[src/rtl/mem_loader_if.sv]
// Byte-stream input, memory write port and status lines of the boot loader.
// master: the side that feeds bytes and observes memory writes/status.
// slave:  the loader itself.
interface mem_loader_if;
  logic        in_valid;
  logic [7:0]  in_data;
  logic        in_ready;
  logic        write;
  logic [15:0] write_address;
  logic [15:0] write_input;
  logic        cpu_hold;
  logic        done;
  logic        err;

  modport master (
    output in_valid, in_data,
    input  in_ready, write, write_address, write_input, cpu_hold, done, err
  );

  modport slave (
    input  in_valid, in_data,
    output in_ready, write, write_address, write_input, cpu_hold, done, err
  );
endinterface

[src/rtl/mem_loader.sv]
// Boot/program loader: parses a framed byte stream
// (SYNC, ADDR_H, ADDR_L, CNT_H, CNT_L, {D_H, D_L} x CNT, CSUM) and writes
// 16-bit words into memory one per strobe, holding the CPU while a frame
// is in flight. CSUM is the XOR of every byte between SYNC and CSUM.
module mem_loader #(
  parameter logic [7:0]  SYNC_BYTE      = 8'hA5,
  parameter int unsigned TIMEOUT_CYCLES = 1024
) (
  input logic       clk,
  input logic       rst,
  mem_loader_if.slave bus
);

  typedef enum logic [2:0] {
    IDLE, ADDR_H, ADDR_L, CNT_H, CNT_L, DATA_H, DATA_L, CSUM
  } state_t;

  state_t      state, state_nxt;
  logic [15:0] base_addr;
  logic [15:0] word_cnt;
  logic [15:0] word_idx;
  logic [7:0]  data_hi;
  logic [7:0]  accum;
  logic [31:0] tmo_cnt;

  logic        accept;
  logic        timeout_hit;
  logic        last_word;
  logic        write_d, done_d, err_d, hold_d;
  logic [15:0] waddr_d, wdata_d;

  assign accept    = bus.in_valid && bus.in_ready;
  assign last_word = (word_idx == word_cnt - 16'd1);

  // Timeout fires on the TIMEOUT_CYCLES-th consecutive cycle with no byte;
  // a byte arriving in that very cycle wins because in_valid masks it.
  assign timeout_hit = (TIMEOUT_CYCLES != 0) && (state != IDLE) &&
                       !bus.in_valid && (tmo_cnt == TIMEOUT_CYCLES - 1);

  // State register.
  always_ff @(posedge clk) begin
    // NOTE: non-blocking assignments for every flop so all registers update
    // from the same pre-edge values regardless of statement order.
    if (rst) state <= IDLE;
    else     state <= state_nxt;
  end

  // Next-state logic: advance one field per accepted byte.
  always_comb begin
    // NOTE: default first so every path assigns state_nxt; no latch inferred.
    state_nxt = state;
    if (timeout_hit) begin
      state_nxt = IDLE;
    end else if (accept) begin
      unique case (state)
        IDLE:    if (bus.in_data == SYNC_BYTE) state_nxt = ADDR_H;
        ADDR_H:  state_nxt = ADDR_L;
        ADDR_L:  state_nxt = CNT_H;
        CNT_H:   state_nxt = CNT_L;
        CNT_L:   state_nxt = ({word_cnt[15:8], bus.in_data} == 16'd0) ? CSUM : DATA_H;
        DATA_H:  state_nxt = DATA_L;
        DATA_L:  state_nxt = last_word ? CSUM : DATA_H;
        CSUM:    state_nxt = IDLE;
        default: state_nxt = IDLE;
      endcase
    end
  end

  // Output logic: next values of the registered outputs.
  always_comb begin
    write_d = accept && (state == DATA_L);
    waddr_d = write_d ? base_addr + word_idx : bus.write_address;
    wdata_d = write_d ? {data_hi, bus.in_data} : bus.write_input;
    done_d  = accept && (state == CSUM) && (bus.in_data == accum);
    err_d   = (accept && (state == CSUM) && (bus.in_data != accum)) || timeout_hit;
    hold_d  = (state_nxt != IDLE);
  end

  // Output registers; address and data hold between write strobes.
  always_ff @(posedge clk) begin
    if (rst) begin
      bus.in_ready      <= 1'b0;
      bus.write         <= 1'b0;
      bus.write_address <= 16'h0000;
      bus.write_input   <= 16'h0000;
      bus.cpu_hold      <= 1'b0;
      bus.done          <= 1'b0;
      bus.err           <= 1'b0;
    end else begin
      bus.in_ready      <= 1'b1;
      bus.write         <= write_d;
      bus.write_address <= waddr_d;
      bus.write_input   <= wdata_d;
      bus.cpu_hold      <= hold_d;
      bus.done          <= done_d;
      bus.err           <= err_d;
    end
  end

  // Frame fields, running checksum, word index and idle-cycle counter.
  always_ff @(posedge clk) begin
    if (rst) begin
      base_addr <= 16'h0000;
      word_cnt  <= 16'h0000;
      word_idx  <= 16'h0000;
      data_hi   <= 8'h00;
      accum     <= 8'h00;
      tmo_cnt   <= 32'd0;
    end else begin
      if (accept) begin
        unique case (state)
          IDLE: if (bus.in_data == SYNC_BYTE) begin
            accum    <= 8'h00;
            word_idx <= 16'h0000;
          end
          ADDR_H: begin base_addr[15:8] <= bus.in_data; accum <= accum ^ bus.in_data; end
          ADDR_L: begin base_addr[7:0]  <= bus.in_data; accum <= accum ^ bus.in_data; end
          CNT_H:  begin word_cnt[15:8]  <= bus.in_data; accum <= accum ^ bus.in_data; end
          CNT_L:  begin word_cnt[7:0]   <= bus.in_data; accum <= accum ^ bus.in_data; end
          DATA_H: begin data_hi         <= bus.in_data; accum <= accum ^ bus.in_data; end
          DATA_L: begin word_idx <= word_idx + 16'd1;   accum <= accum ^ bus.in_data; end
          CSUM:   ;
          default: ;
        endcase
      end
      if (state == IDLE || accept) tmo_cnt <= 32'd0;
      else                         tmo_cnt <= tmo_cnt + 32'd1;
    end
  end

endmodule
[src/flat_wrapper.sv]
// flat-port wrapper written by rule: the top's interface ports become plain ports
module mem_loader_flat 
#(
  parameter logic [7:0]  SYNC_BYTE      = 8'hA5,
  parameter int unsigned TIMEOUT_CYCLES = 1024
)
  (clk, rst, bus_in_valid, bus_in_data, bus_in_ready, bus_write, bus_write_address, bus_write_input, bus_cpu_hold, bus_done, bus_err);
  mem_loader_if bus_i ();
  input logic clk;
  input logic rst;
  input wire logic [$bits(bus_i.in_valid)-1:0] bus_in_valid;
  input wire logic [$bits(bus_i.in_data)-1:0] bus_in_data;
  output wire logic [$bits(bus_i.in_ready)-1:0] bus_in_ready;
  output wire logic [$bits(bus_i.write)-1:0] bus_write;
  output wire logic [$bits(bus_i.write_address)-1:0] bus_write_address;
  output wire logic [$bits(bus_i.write_input)-1:0] bus_write_input;
  output wire logic [$bits(bus_i.cpu_hold)-1:0] bus_cpu_hold;
  output wire logic [$bits(bus_i.done)-1:0] bus_done;
  output wire logic [$bits(bus_i.err)-1:0] bus_err;
  assign bus_i.in_valid = bus_in_valid;
  assign bus_i.in_data = bus_in_data;
  assign bus_in_ready = bus_i.in_ready;
  assign bus_write = bus_i.write;
  assign bus_write_address = bus_i.write_address;
  assign bus_write_input = bus_i.write_input;
  assign bus_cpu_hold = bus_i.cpu_hold;
  assign bus_done = bus_i.done;
  assign bus_err = bus_i.err;
  mem_loader #(.SYNC_BYTE(SYNC_BYTE), .TIMEOUT_CYCLES(TIMEOUT_CYCLES)) u_core (.clk(clk), .rst(rst), .bus(bus_i));
endmodule
[config.mk]
export PLATFORM = sky130hd
export DESIGN_NAME = mem_loader_flat
export DESIGN_NICKNAME = d
export VERILOG_FILES = /design/src/rtl/mem_loader_if.sv /design/src/rtl/mem_loader.sv /design/src/flat_wrapper.sv
export SDC_FILE = /design/constraint.sdc
export NUM_CORES = 1
export LEC_CHECK = 0
export BUFFER_PORTS_ARGS = -buffer_cell sky130_fd_sc_hd__buf_2
export CAP_MARGIN = 40
export CORE_MARGIN = 10
export CORE_UTILIZATION = 55
export CTS_CLUSTER_SIZE = 12
export DETAILED_ROUTE_END_ITERATION = 7
export PLACE_DENSITY = 0.81
export REMOVE_ABC_BUFFERS = 1
export SLEW_MARGIN = 30
export SYNTH_ARGS = -nofsm -noshare
export SYNTH_HDL_FRONTEND = slang
export SYNTH_SLANG_ARGS = --single-unit
[constraint.sdc]
create_clock -name clk -period 6.5 [get_ports clk]
set_clock_uncertainty 0.05 [all_clocks]
set_input_delay 0.325 -clock clk [delete_from_list [all_inputs] [get_ports clk]]
set_output_delay 0.325 -clock clk [all_outputs]
set_load 0.005 [all_outputs]
; After elaboration in Yosys (flattened, before gate mapping)
; Index checks and enable logic that the tools add are counted.
[totals]
elab_cells = 70
regBits = 136
output_inout_bits = 37
input_bits = 11
[classes]
addsub = 4
mux = 11
n_reduce_logical = 25
bitwise_logic = 1
n_eq_ne = 13
[op_table]
columns = op, n
row1 = 32-bit by 1-bit adder with 32-bit output (second input constant), 1
row2 = 32-bit by 10-bit equality test with 1-bit output (second input constant), 1
row3 = 16-bit one-hot mux with 2 select lines, 1
row4 = 3-bit one-hot mux with 8 select lines, 1
row5 = 16-bit by 1-bit adder with 16-bit output (second input constant), 1
row6 = 16-bit adder, 1
row7 = 16-bit equality test, 1
row8 = 16-bit logical NOT, 1
row9 = 16-bit 2-to-1 mux, 1
row10 = 8-bit one-hot mux with 2 select lines, 1
row11 = 16-bit by 1-bit subtractor with 16-bit output (second input constant), 1
row12 = 3-bit equality test (second input constant), 4
row13 = 2-bit AND reduction, 5
row14 = 3-bit 2-to-1 mux, 3
row15 = 8-bit equality test, 1
row16 = 8-bit equality test (second input constant), 1
row17 = 8-bit 2-to-1 mux, 1
row18 = 8-bit inequality test, 1
row19 = 8-bit XOR, 1
row20 = 1-bit logical AND, 7
row21 = 3-bit by 2-bit equality test with 1-bit output (second input constant), 2
row22 = 3-bit AND reduction, 2
row23 = 3-bit nonzero test, 2
row24 = 6-bit OR reduction, 1
row25 = 9 further kinds, 12

; Depth between registers and ports, before layout
[depth]
depth_word = 7
ltp_mapped = 10

; Worst setup path after synthesis
; OpenSTA, ideal clock, no wires.
[synth_path]
kind = register to register
from = register u_core.word_idx[2]
to = register u_core.bus.write_address[13]
t_required_ps = 6376
path_buffers = 0
arrival_ps = 2229
stages_incl_launch_ff = 9
slack_ps = 4146
period_less_slack_ps = 2354
path_cell_list = dfxtp_1 ha_1 o21ai_0 o211ai_1 nand4_1 a31oi_1 o31ai_1 or4b_2 a31oi_1
[synth_between]
elab_chain_cells = 1
[synth_rtl]
columns = item, line
row1 = "start, declared", mem_loader.sv:21  ; logic [15:0] word_idx;
row2 = "start signal, assigned", mem_loader.sv:121  ; DATA_L: begin word_idx <= word_idx + 16'd1; accum <= accum ^ bus.in_data; end
row3 = 16-bit adder, mem_loader.sv:72  ; waddr_d = write_d ? base_addr + word_idx : bus.write_address;
row4 = "end signal, assigned", mem_loader.sv:92  ; bus.write_address <= waddr_d;
row5 = "end, declared", mem_loader_if.sv:22  ; output in_ready, write, write_address, write_input, cpu_hold, done, err
; Every way passes these cells.
; A chain may end at the register's enable or synchronous reset.

; Worst setup path in the final report
; Same ends and word-level chain as after synthesis.

==> run summary <==
H-tree levels -> 4
Synth Warn # -> 0
Clk pin slew, worst setup/hold paths -> 0.06 ns
Fin crit share -> 41.43%
Arr. time, crit path -> 2.98 ns
Share of post-route cells with drive strength above 1 -> 12.43%
CP Launch Type -> flop
Post-CTS Hold Fix Bufs -> 0
Status -> completed
Synth area leaders -> dfxtp_1, nor2_1, mux2i_1
DRC -> 0
Post-synthesis simple-gate area fraction -> 25.71%
# Post-CTS Setup Buffers -> 0
Nets@finish -> 870
Tmin final -> 2.693 ns
Max-Slew Margin vs Limit -> 48.80%
Grt ovf -> 0
F_max -> 0.3713 GHz
Via/cell ratio -> 5.802
Antenna cell count -> 0
Final cell count without fillers -> 1,000
Leakage power -> 2.885 nW
Setup violators final -> 0
CTS tree -> done
Area delta synth->final -> 13.35%
Post-DRT Antenna Nets -> 0
Most Frequent Cell on Critical Path -> a31oi_1
Port buffer count -> 47
Syn avg cell area -> 8.291 um2
Async set or reset register ratio after synthesis -> 0%
Worst-skew pair later-pin latency -> 0.42 ns
Drt wl/cell -> 15.46 um
Main combinational cell family by area after synthesis -> simple AND/OR/NAND/NOR gates
Vert. Die Dim -> 130.2 um
Layout Utilization -> 63.33%
CORE AREA -> 0.01196 mm2
Mux cell area share after synthesis -> 6.459%
Global-route wire length before repair -> 25.76 mm
Distinct cell type count after synthesis -> 55
Die width -> 130.2 um
Synth Area in XOR/XNOR -> 8.781%
Drt initial violations -> 462
WS Path Type -> flop to flop
Placement row count -> 40
Pwr dens -> 235.4 mW/mm2
Flop2flop setup slack -> 3.81 ns
Most instantiated cells after synthesis -> dfxtp_1, nor2_1, nand2_1
Nature of the critical path endpoint -> flop
Initial Utilization -> 55.87%
VDD IR max -> 0.0001656 V
Crit-path cells -> ha_1 -> o21ai_0 -> o211ai_1 -> nand4_1 -> a31oi_1 -> o31ai_1 -> or4b_2 -> a31oi_1
Fill count -> 1,033
Post-Route WL -> 15.46 mm
Register area -> 0.002723 mm2
Largest net degree at the start of global routing -> 63
Initial antenna violation count -> 0
Yosys top cell area share -> 40.74%
Post-synth EDFFs -> 0
Register bit count reported by yosys -> 136
Gpl congestion -> 0.9004
Post-cts sizing count -> 0
Synth Cell Area -> 0.006683 mm2
Final HPWL DP -> 10.15 mm
Min-delay worst type -> primary input to flop
Multi-input logic area -> 0.003760 mm2
Die area -> 0.01696 mm2
Most frequent cell after synthesis -> dfxtp_1
Placed Instances -> 967
Post-synth top area cell -> dfxtp_1
All-Layer GR Usage -> 18.76%
Ports -> 48
Number of global-route vias before repair -> 5,425
Top_reg_cell synth -> dfxtp_1
Fin Hold WS -> 0.2431 ns
Crit path max fanout -> 6
Seq/Total Area, Yosys -> 40.74%
First drt pass iteration count -> 7
Synth Area in Adders -> 3.670%
Req. time, crit path -> 6.79 ns
Clock buffer depth -> 2
Worst Tran Pin Value -> 0.7639 ns
Worst path max stage delay -> 0.61 ns
Crit path max-delay cell type -> or4b_2
Fin Setup TNS -> 0 ns
Unrepaired setup endpoints after global routing -> false
Routed via count -> 5,802
Cells after Synth -> 806
Maxcap violations -> 0
Max-slew violation count -> 0
CTS Buf Count -> 17
Compound-gate portion of the synthesized area -> 11.53%
Final Hold Fails -> 0
Clk root buf -> clkbuf_16
Clk sinks -> 136
-- sequential cells by signal (all words and copies together), names as in the netlist --
signal / count
u_core.tmo_cnt: 32
u_core.base_addr: 16
u_core.bus.write_address: 16
u_core.bus.write_input: 16
u_core.word_cnt: 16
u_core.word_idx: 16
u_core.accum: 8
u_core.data_hi: 8
u_core.state: 3
u_core.bus.cpu_hold: 1
u_core.bus.done: 1
u_core.bus.err: 1
u_core.bus.in_ready: 1
u_core.bus.write: 1
-- cell usage in the layout (no fill, tap or decap), drive strengths merged, types with 10 or more instances in the layout --
| master | instances |
|---|---|
| a21oi | 59 |
| and3 | 17 |
| buf | 55 |
| clkbuf | 20 |
| dfxtp | 136 |
| ha | 18 |
| inv | 12 |
| mux2i | 42 |
| nand2 | 99 |
| nand3 | 25 |
| nand4 | 15 |
| nor2 | 119 |
| nor3 | 14 |
| nor4 | 14 |
| o21ai | 32 |
| or3 | 10 |
| xnor2 | 30 |
| xor2 | 37 |
-- layout make-up --
| type | count | share of cell area [%] |
|---|---|---|
| tap | 147 | 2.428 |
| clock inverter | 12 | 1.338 |
| multi-input combinational | 618 | 49.64 |
| clock buffer | 20 | 6.161 |
| sequential | 136 | 35.94 |
| inverter | 12 | 0.5946 |
| timing repair buffer | 55 | 3.898 |
-- logic make-up after synthesis --
family / after synthesis
mux: 43
flops: 136
xor+xnor: 67
simple gates: 358
fa+ha+maj: 19
compound gates: 131
buf+inv: 52
-- final timing paths --
kind	start	endpoint	cells after the start
worst min register to register	u_core.tmo_cnt[0]	u_core.tmo_cnt[0]	1
worst min-delay path	bus_in_data[3]	u_core.bus.write_input[3]	3
worst max register to register	u_core.word_idx[2]	u_core.bus.write_address[13]	8
worst max-delay path	u_core.word_idx[2]	u_core.bus.write_address[13]	8
-- worst max-delay path: cells and delay by family (launching register included) --
family / cells / cell delay [ns]
AO/OA/AOI/OAI: 5 / 1.06
flip-flops: 1 / 0.36
AND/OR/NAND/NOR: 2 / 0.77
adder cells (fa/ha/maj): 1 / 0.37
-- power by group --
| group | total [W] | switching [W] | internal [W] |
|---|---|---|---|
| sequential | 0.000834 | 0.000000285 | 0.000834 |
| combinational | 0.0000343 | 0.0000273 | 0.00000695 |
| clock | 0.000914 | 0.000362 | 0.000552 |
| total | 0.00178 | 0.000390 | 0.00139 |
-- through the flow --
step                power (W)  worst slack, ns  area [um2]
floorplan           0.0008595            3.581        6520
global placement    0.0008868            3.910        6983
detailed placement  0.0008866            3.854        6999
CTS                  0.001791            3.843        7567
global route         0.001831            3.620        7575
finish               0.001783            3.807        7575
-- per-layer routing --
metal  up-vias  wire length [um]  track usage, %
met1      2760              7198           23.76
li1       2870                 -               -
met4         0               245           7.540
met2       155              7145           30.13
met5         -                 0               0
met3        17               867           4.422
Note: power is estimated with default switching activity, not from simulation.
